<file path="src/rtl/rom_bist_pkg.sv">
// Shared FSM encoding and MISR constants for the ROM BIST controller.
package rom_bist_pkg;

  typedef enum logic [2:0] {
    IDLE,
    READ,
    DRAIN,
    CHECK,
    DONE
  } bist_state_e;

  localparam logic [31:0] MISR_POLY = 32'h04C1_1DB7;
  localparam logic [31:0] MISR_SEED = 32'hFFFF_FFFF;

endpackage

</file>
<file path="src/rtl/rom_bist_misr.sv">
// Multiple-input signature register that folds ROM read data into a CRC-32 style signature.
module rom_bist_misr
  import rom_bist_pkg::*;
#(
  parameter int DATA_W = 32
) (
  input  logic              clk,
  input  logic              rstb,
  input  logic              seed,
  input  logic              en,
  input  logic [DATA_W-1:0] din,
  output logic [DATA_W-1:0] sig
);

  logic [DATA_W-1:0] sig_q;
  logic [DATA_W-1:0] sig_d;
  logic [DATA_W-1:0] feedback;

  // Seeding wins over compression so a new run always starts from a known value.
  always_comb begin
    feedback = sig_q[DATA_W-1] ? DATA_W'(MISR_POLY) : '0;
    sig_d    = sig_q;
    if (seed) begin
      sig_d = DATA_W'(MISR_SEED);
    end else if (en) begin
      sig_d = {sig_q[DATA_W-2:0], 1'b0} ^ feedback ^ din;
    end
  end

  always_ff @(posedge clk or negedge rstb) begin
    if (!rstb) begin
      sig_q <= '0;
    end else begin
      sig_q <= sig_d;
    end
  end

  assign sig = sig_q;

endmodule

</file>
<file path="src/rtl/rom_bist_ctrl.sv">
// ROM BIST controller: sweeps the whole ROM once, compresses the returned data
// into a MISR and compares the final signature with a golden value.
module rom_bist_ctrl
  import rom_bist_pkg::*;
#(
  parameter int                ADDR_W  = 11,
  parameter int                DATA_W  = 32,
  parameter int                RD_LAT  = 1,
  parameter logic [DATA_W-1:0] EXP_SIG = '0
) (
  input  logic              clk,
  input  logic              rstb,
  input  logic              bist_en,
  input  logic              bist_start,
  input  logic [DATA_W-1:0] rom_rdata,
  output logic              rom_ren,
  output logic [ADDR_W-1:0] rom_addr,
  output logic              bist_busy,
  output logic              bist_done,
  output logic              bist_pass,
  output logic [DATA_W-1:0] misr_sig
);

  logic [1:0]        rstSync_q;
  logic              rstSyncB;

  bist_state_e       state_q, state_d;
  logic [ADDR_W-1:0] addrCnt_q, addrCnt_d;
  logic [1:0]        drainCnt_q, drainCnt_d;
  logic [RD_LAT-1:0] validPipe_q, validPipe_d;
  logic [RD_LAT-1:0] pipeShift;
  logic              startPrev_q;
  logic              pass_q, pass_d;
  logic              startEdge;
  logic              misrSeed;
  logic              flush;

  // Assertion is immediate through the async clear; release takes two clk edges,
  // which also keeps a start in the first cycle after release from being seen.
  always_ff @(posedge clk or negedge rstb) begin
    if (!rstb) begin
      rstSync_q <= '0;
    end else begin
      rstSync_q <= {rstSync_q[0], 1'b1};
    end
  end

  assign rstSyncB = rstSync_q[1];

  assign rom_ren   = (state_q == READ);
  assign rom_addr  = rom_ren ? addrCnt_q : '0;
  assign bist_busy = (state_q == READ) || (state_q == DRAIN) || (state_q == CHECK);
  assign bist_done = (state_q == DONE);
  assign bist_pass = pass_q;
  assign startEdge = bist_start & ~startPrev_q;

  if (RD_LAT == 1) begin : g_pipe1
    assign pipeShift = rom_ren;
  end else begin : g_pipeN
    assign pipeShift = {validPipe_q[RD_LAT-2:0], rom_ren};
  end

  always_comb begin
    state_d    = state_q;
    addrCnt_d  = addrCnt_q;
    drainCnt_d = drainCnt_q;
    pass_d     = pass_q;
    misrSeed   = 1'b0;
    flush      = 1'b0;

    unique case (state_q)
      IDLE: begin
        pass_d    = 1'b0;
        addrCnt_d = '0;
        if (bist_en && startEdge) begin
          state_d  = READ;
          misrSeed = 1'b1;
        end
      end
      READ: begin
        if (!bist_en) begin
          state_d   = IDLE;
          flush     = 1'b1;
          addrCnt_d = '0;
        end else if (addrCnt_q == '1) begin
          state_d    = DRAIN;
          addrCnt_d  = '0;
          drainCnt_d = '0;
        end else begin
          addrCnt_d = addrCnt_q + 1'b1;
        end
      end
      // Hold off the compare until the last read has made it through the ROM.
      DRAIN: begin
        if (!bist_en) begin
          state_d = IDLE;
          flush   = 1'b1;
        end else if (drainCnt_q == 2'(RD_LAT - 1)) begin
          state_d = CHECK;
        end else begin
          drainCnt_d = drainCnt_q + 2'd1;
        end
      end
      CHECK: begin
        if (!bist_en) begin
          state_d = IDLE;
          flush   = 1'b1;
        end else begin
          pass_d  = (misr_sig == EXP_SIG);
          state_d = DONE;
        end
      end
      DONE: begin
        if (!bist_en) begin
          state_d = IDLE;
          pass_d  = 1'b0;
        end
      end
      default: begin
        state_d = IDLE;
      end
    endcase

    validPipe_d = flush ? '0 : pipeShift;
  end

  always_ff @(posedge clk or negedge rstSyncB) begin
    if (!rstSyncB) begin
      state_q     <= IDLE;
      addrCnt_q   <= '0;
      drainCnt_q  <= '0;
      validPipe_q <= '0;
      startPrev_q <= 1'b0;
      pass_q      <= 1'b0;
    end else begin
      state_q     <= state_d;
      addrCnt_q   <= addrCnt_d;
      drainCnt_q  <= drainCnt_d;
      validPipe_q <= validPipe_d;
      startPrev_q <= bist_start;
      pass_q      <= pass_d;
    end
  end

  rom_bist_misr #(
    .DATA_W (DATA_W)
  ) u_misr (
    .clk  (clk),
    .rstb (rstSyncB),
    .seed (misrSeed),
    .en   (validPipe_q[RD_LAT-1]),
    .din  (rom_rdata),
    .sig  (misr_sig)
  );

endmodule

</file>
<file path="config.mk">
export PLATFORM = sky130hd
export DESIGN_NAME = rom_bist_ctrl
export DESIGN_NICKNAME = d
export VERILOG_FILES = /design/src/rtl/rom_bist_pkg.sv /design/src/rtl/rom_bist_misr.sv /design/src/rtl/rom_bist_ctrl.sv
export SDC_FILE = /design/constraint.sdc
export NUM_CORES = 1
export LEC_CHECK = 0
export BUFFER_PORTS_ARGS = -buffer_cell sky130_fd_sc_hd__buf_2
export CORE_UTILIZATION = 44
export CTS_CLUSTER_DIAMETER = 150
export DETAILED_ROUTE_END_ITERATION = 16
export PLACE_DENSITY = 0.81
export SYNTH_ARGS = -nofsm -noshare
export SYNTH_HDL_FRONTEND = slang
export SYNTH_SLANG_ARGS = --single-unit
</file>
<file path="constraint.sdc">
create_clock -name clk -period 1.55 [get_ports clk]
set_input_delay 0.155 -clock clk [delete_from_list [all_inputs] [get_ports clk]]
set_output_delay 0.155 -clock clk [all_outputs]
set_load 0.01 [all_outputs]
</file>
==> results.md <==
- Status: finished, violations left
- Failing checks: negative setup slack
- Core footprint: 6390 um^2
- CP required: 1.74 ns
- Num CTS Buffers: 5
- Fin Setup TNS: -0.0349 ns
- Highest clock rate: 634 MHz
- Max clock buf depth: 2
- Synth Warn #: 0
- Pleak: 0.00179 uW
- Routability cong.: 0.857
- RSZ-0062 raised after global routing: true
- Final Max Slew Viols: 0
- Most common cell after layout, fill and taps aside: buf_2
- First-pass GRT wire length: 10800 um
- Clock skew: 0.00637 ns
- Area after DPL: 3530 um^2
- Min-Delay Path Class: input port to flop
- Via count: 2502
- Worst VDD drop: 0.875 mV
- Critical path's slowest cell: or3b_4
- Power per cell area: 1230 nW/um^2
- Clock root buffer: clkbuf_8
- Syn_nets: 347
- HPWL after detailed placement: 4810 um
- Avg WL per Cell: 13.6 um
- Fillers: 578
- CP startpoint kind: flop
- Crit path arrival time: 1.77 ns
- Number of synthesized flops with an enable pin: 0
- Final core utilization: 58.3%
- Initial Util: 46.1%
- Synthesis-stage register bit count: 53
- Crit Path Class: flop to flop
- Clock-pin slew on the worst setup and hold paths: 0.10 ns
- Pin count of the biggest net entering global routing: 65
- Mapped Area: 2940 um^2
- Fin. Hold Viols: 0
- Cells along the critical path: inv_1 > ha_2 > or3b_4 > a21oi_2 > o21ai_2 > mux2_2
- # port buffers: 82
- Synth Flop Type: dfrtp_1
- CTS tree: yes
- Most frequent cells in the layout: 82 x buf_2, 75 x nand2_1, 51 x dfrtp_1
- Worst-skew pair later-pin latency: 0.30 ns
- Vias in the first global route: 2299
- Final instance area: 3720 um^2
- Share of cells above drive strength 1: 32.4%
- Final period utilization: 102%
- Via density: 5.16
- Final WS setup: -0.0262 ns
- Synthesis-to-layout area growth: 26.6%
- Sequential cell area: 1330 um^2
- CP Capture Type: flop
- Congestion Overflow GR: 0
- Ant. Diodes: 0
- Count of standard-cell rows: 29
- Initial antenna violation count: 0
- Crit path max fanout: 2
- DR DRC count: 0
- Nets: 445
- Sequential-to-total area share from yosys stat: 45.1%
- Die Y: 83.8 um
- Maximum Capacitance Violations: 0
- Asr flop ratio synth: 100%
- Post-route ant nets: 0
- DRT iter0 DRCs: 145
- DRT Wirelength: 6610 um
- Design Power: 4590 uW
- Multi-input logic area: 1540 um^2
- Tot GR Track Use: 18.8%
- Syn avg cell area: 9.52 um^2
- Post-Synthesis Cells: 309
- Htree depth: 2
- CTS sink cnt: 53
- Worst stage delay on the critical path: 0.39 ns
- Drt pass-1 iters: 4
- Final setup violation count: 2
- Final Critical Period: 1.58 ns
- # IOs: 83
- Die X: 83.8 um
- Full die area: 7020 um^2
- Count of different cell masters after synthesis: 37
logic make-up (layout without fill, tap and decap cells):
kind of cell,count (synthesis),count (layout),share of synthesized area [%]
simple gates,133,133,21.0
compound gates,55,55,11.3
flops,53,53,45.1
xor+xnor,35,35,16.5
buf+inv,28,127,4.46
fa+ha+maj,2,2,0.850
mux,2,2,0.765
other cells,1,1,0.127
per-stage QoR:
stage / setup WS, ns / instances / hold WS (ns)
global route: -0.0925 / 485 / 0.143
detailed placement: -0.0332 / 472 / -0.0572
finish: -0.0262 / 485 / 0.131
floorplan: -0.00353 / 309 / -0.141
CTS: -0.0169 / 482 / 0.121
global placement: 0.00544 / 472 / -0.0577
power by group:
part	total [uW]	leakage, uW	internal, uW	switching, uW
Sequential	2050	0.000606	1690	366
Combinational	1730	0.00114	1010	725
Clock	799	0.0000445	322	477
Total	4590	0.00179	3020	1570
registers in the layout, summed over array words and instances, names as in the netlist:
register and count:
addrCnt_q 11, bist_pass 1, drainCnt_q 2, rstSync_q 2, startPrev_q 1, state_q 3, u_misr.sig 32, validPipe_q 1
cells in the mapped netlist, drive strengths merged, types with 5 or more instances:
| cell | n | area share (%) |
|---|---|---|
| clkbuf | 10 | 1.3 |
| nor2 | 11 | 1.4 |
| and3 | 12 | 2.6 |
| nor4 | 11 | 2.3 |
| xnor3 | 13 | 9.9 |
| nand2 | 76 | 9.7 |
| xnor2 | 22 | 6.5 |
| nand3 | 5 | 0.85 |
| buf | 8 | 1.9 |
| o21ai | 40 | 6.8 |
| nor3 | 5 | 0.85 |
| dfrtp | 53 | 45 |
| inv | 10 | 1.3 |
metal layers:
| metal | track usage [%] | share of wire, % | vias to the layer above |
|---|---|---|---|
| met5 | 0 | 0 | - |
| met4 | 4.62 | 0.82 | 0 |
| met3 | 2.67 | 3.8 | 6 |
| met2 | 32.4 | 51 | 71 |
| met1 | 25.1 | 45 | 1174 |
| li1 | - | - | 1251 |
path summary, 6_finish.rpt:
check                         startpoint             end  slack, ns  cells past startpoint
setup / recovery           drainCnt_q[1]   drainCnt_q[0]      -0.03                      6
hold / removal                   bist_en      state_q[2]       0.13                      3
setup reg to reg           drainCnt_q[1]   drainCnt_q[0]      -0.03                      6
hold reg to reg             rstSync_q[1]   drainCnt_q[1]       0.26                      1
max in group asynchronous   rstSync_q[1]  u_misr.sig[14]       1.00                      1
min in group asynchronous           rstb    rstSync_q[1]       0.15                      2
area by class of cell:
class / instances / area share (%)
Multi-Input combinational cell: 228 / 41.4
Sequential cell: 53 / 35.7
Clock buffer: 5 / 1.85
Tap cell: 77 / 2.59
Inverter: 10 / 1.01
Timing Repair Buffer: 109 / 17.0
Clock inverter: 3 / 0.571
repair_timing:
item / 4_1_cts / 5_1_grt
hold buffers: 2 / 0
gates resized for setup: 2 / 15
hold endpoints to repair: 3 / 0
setup buffers: 0 / 3
pin swaps: 1 / 8
setup endpoints to repair: 11 / 23
critical path: cells and delay by family (launching register included):
kind / cells / cell delay [ns]
AND/OR/NAND/NOR: 1 / 0.39
flip-flops: 1 / 0.37
multiplexers: 1 / 0.26
AO/OA/AOI/OAI: 2 / 0.24
adder cells (fa/ha/maj): 1 / 0.16
buffers and inverters: 1 / 0.05
Power figures use the tool's default switching activity.
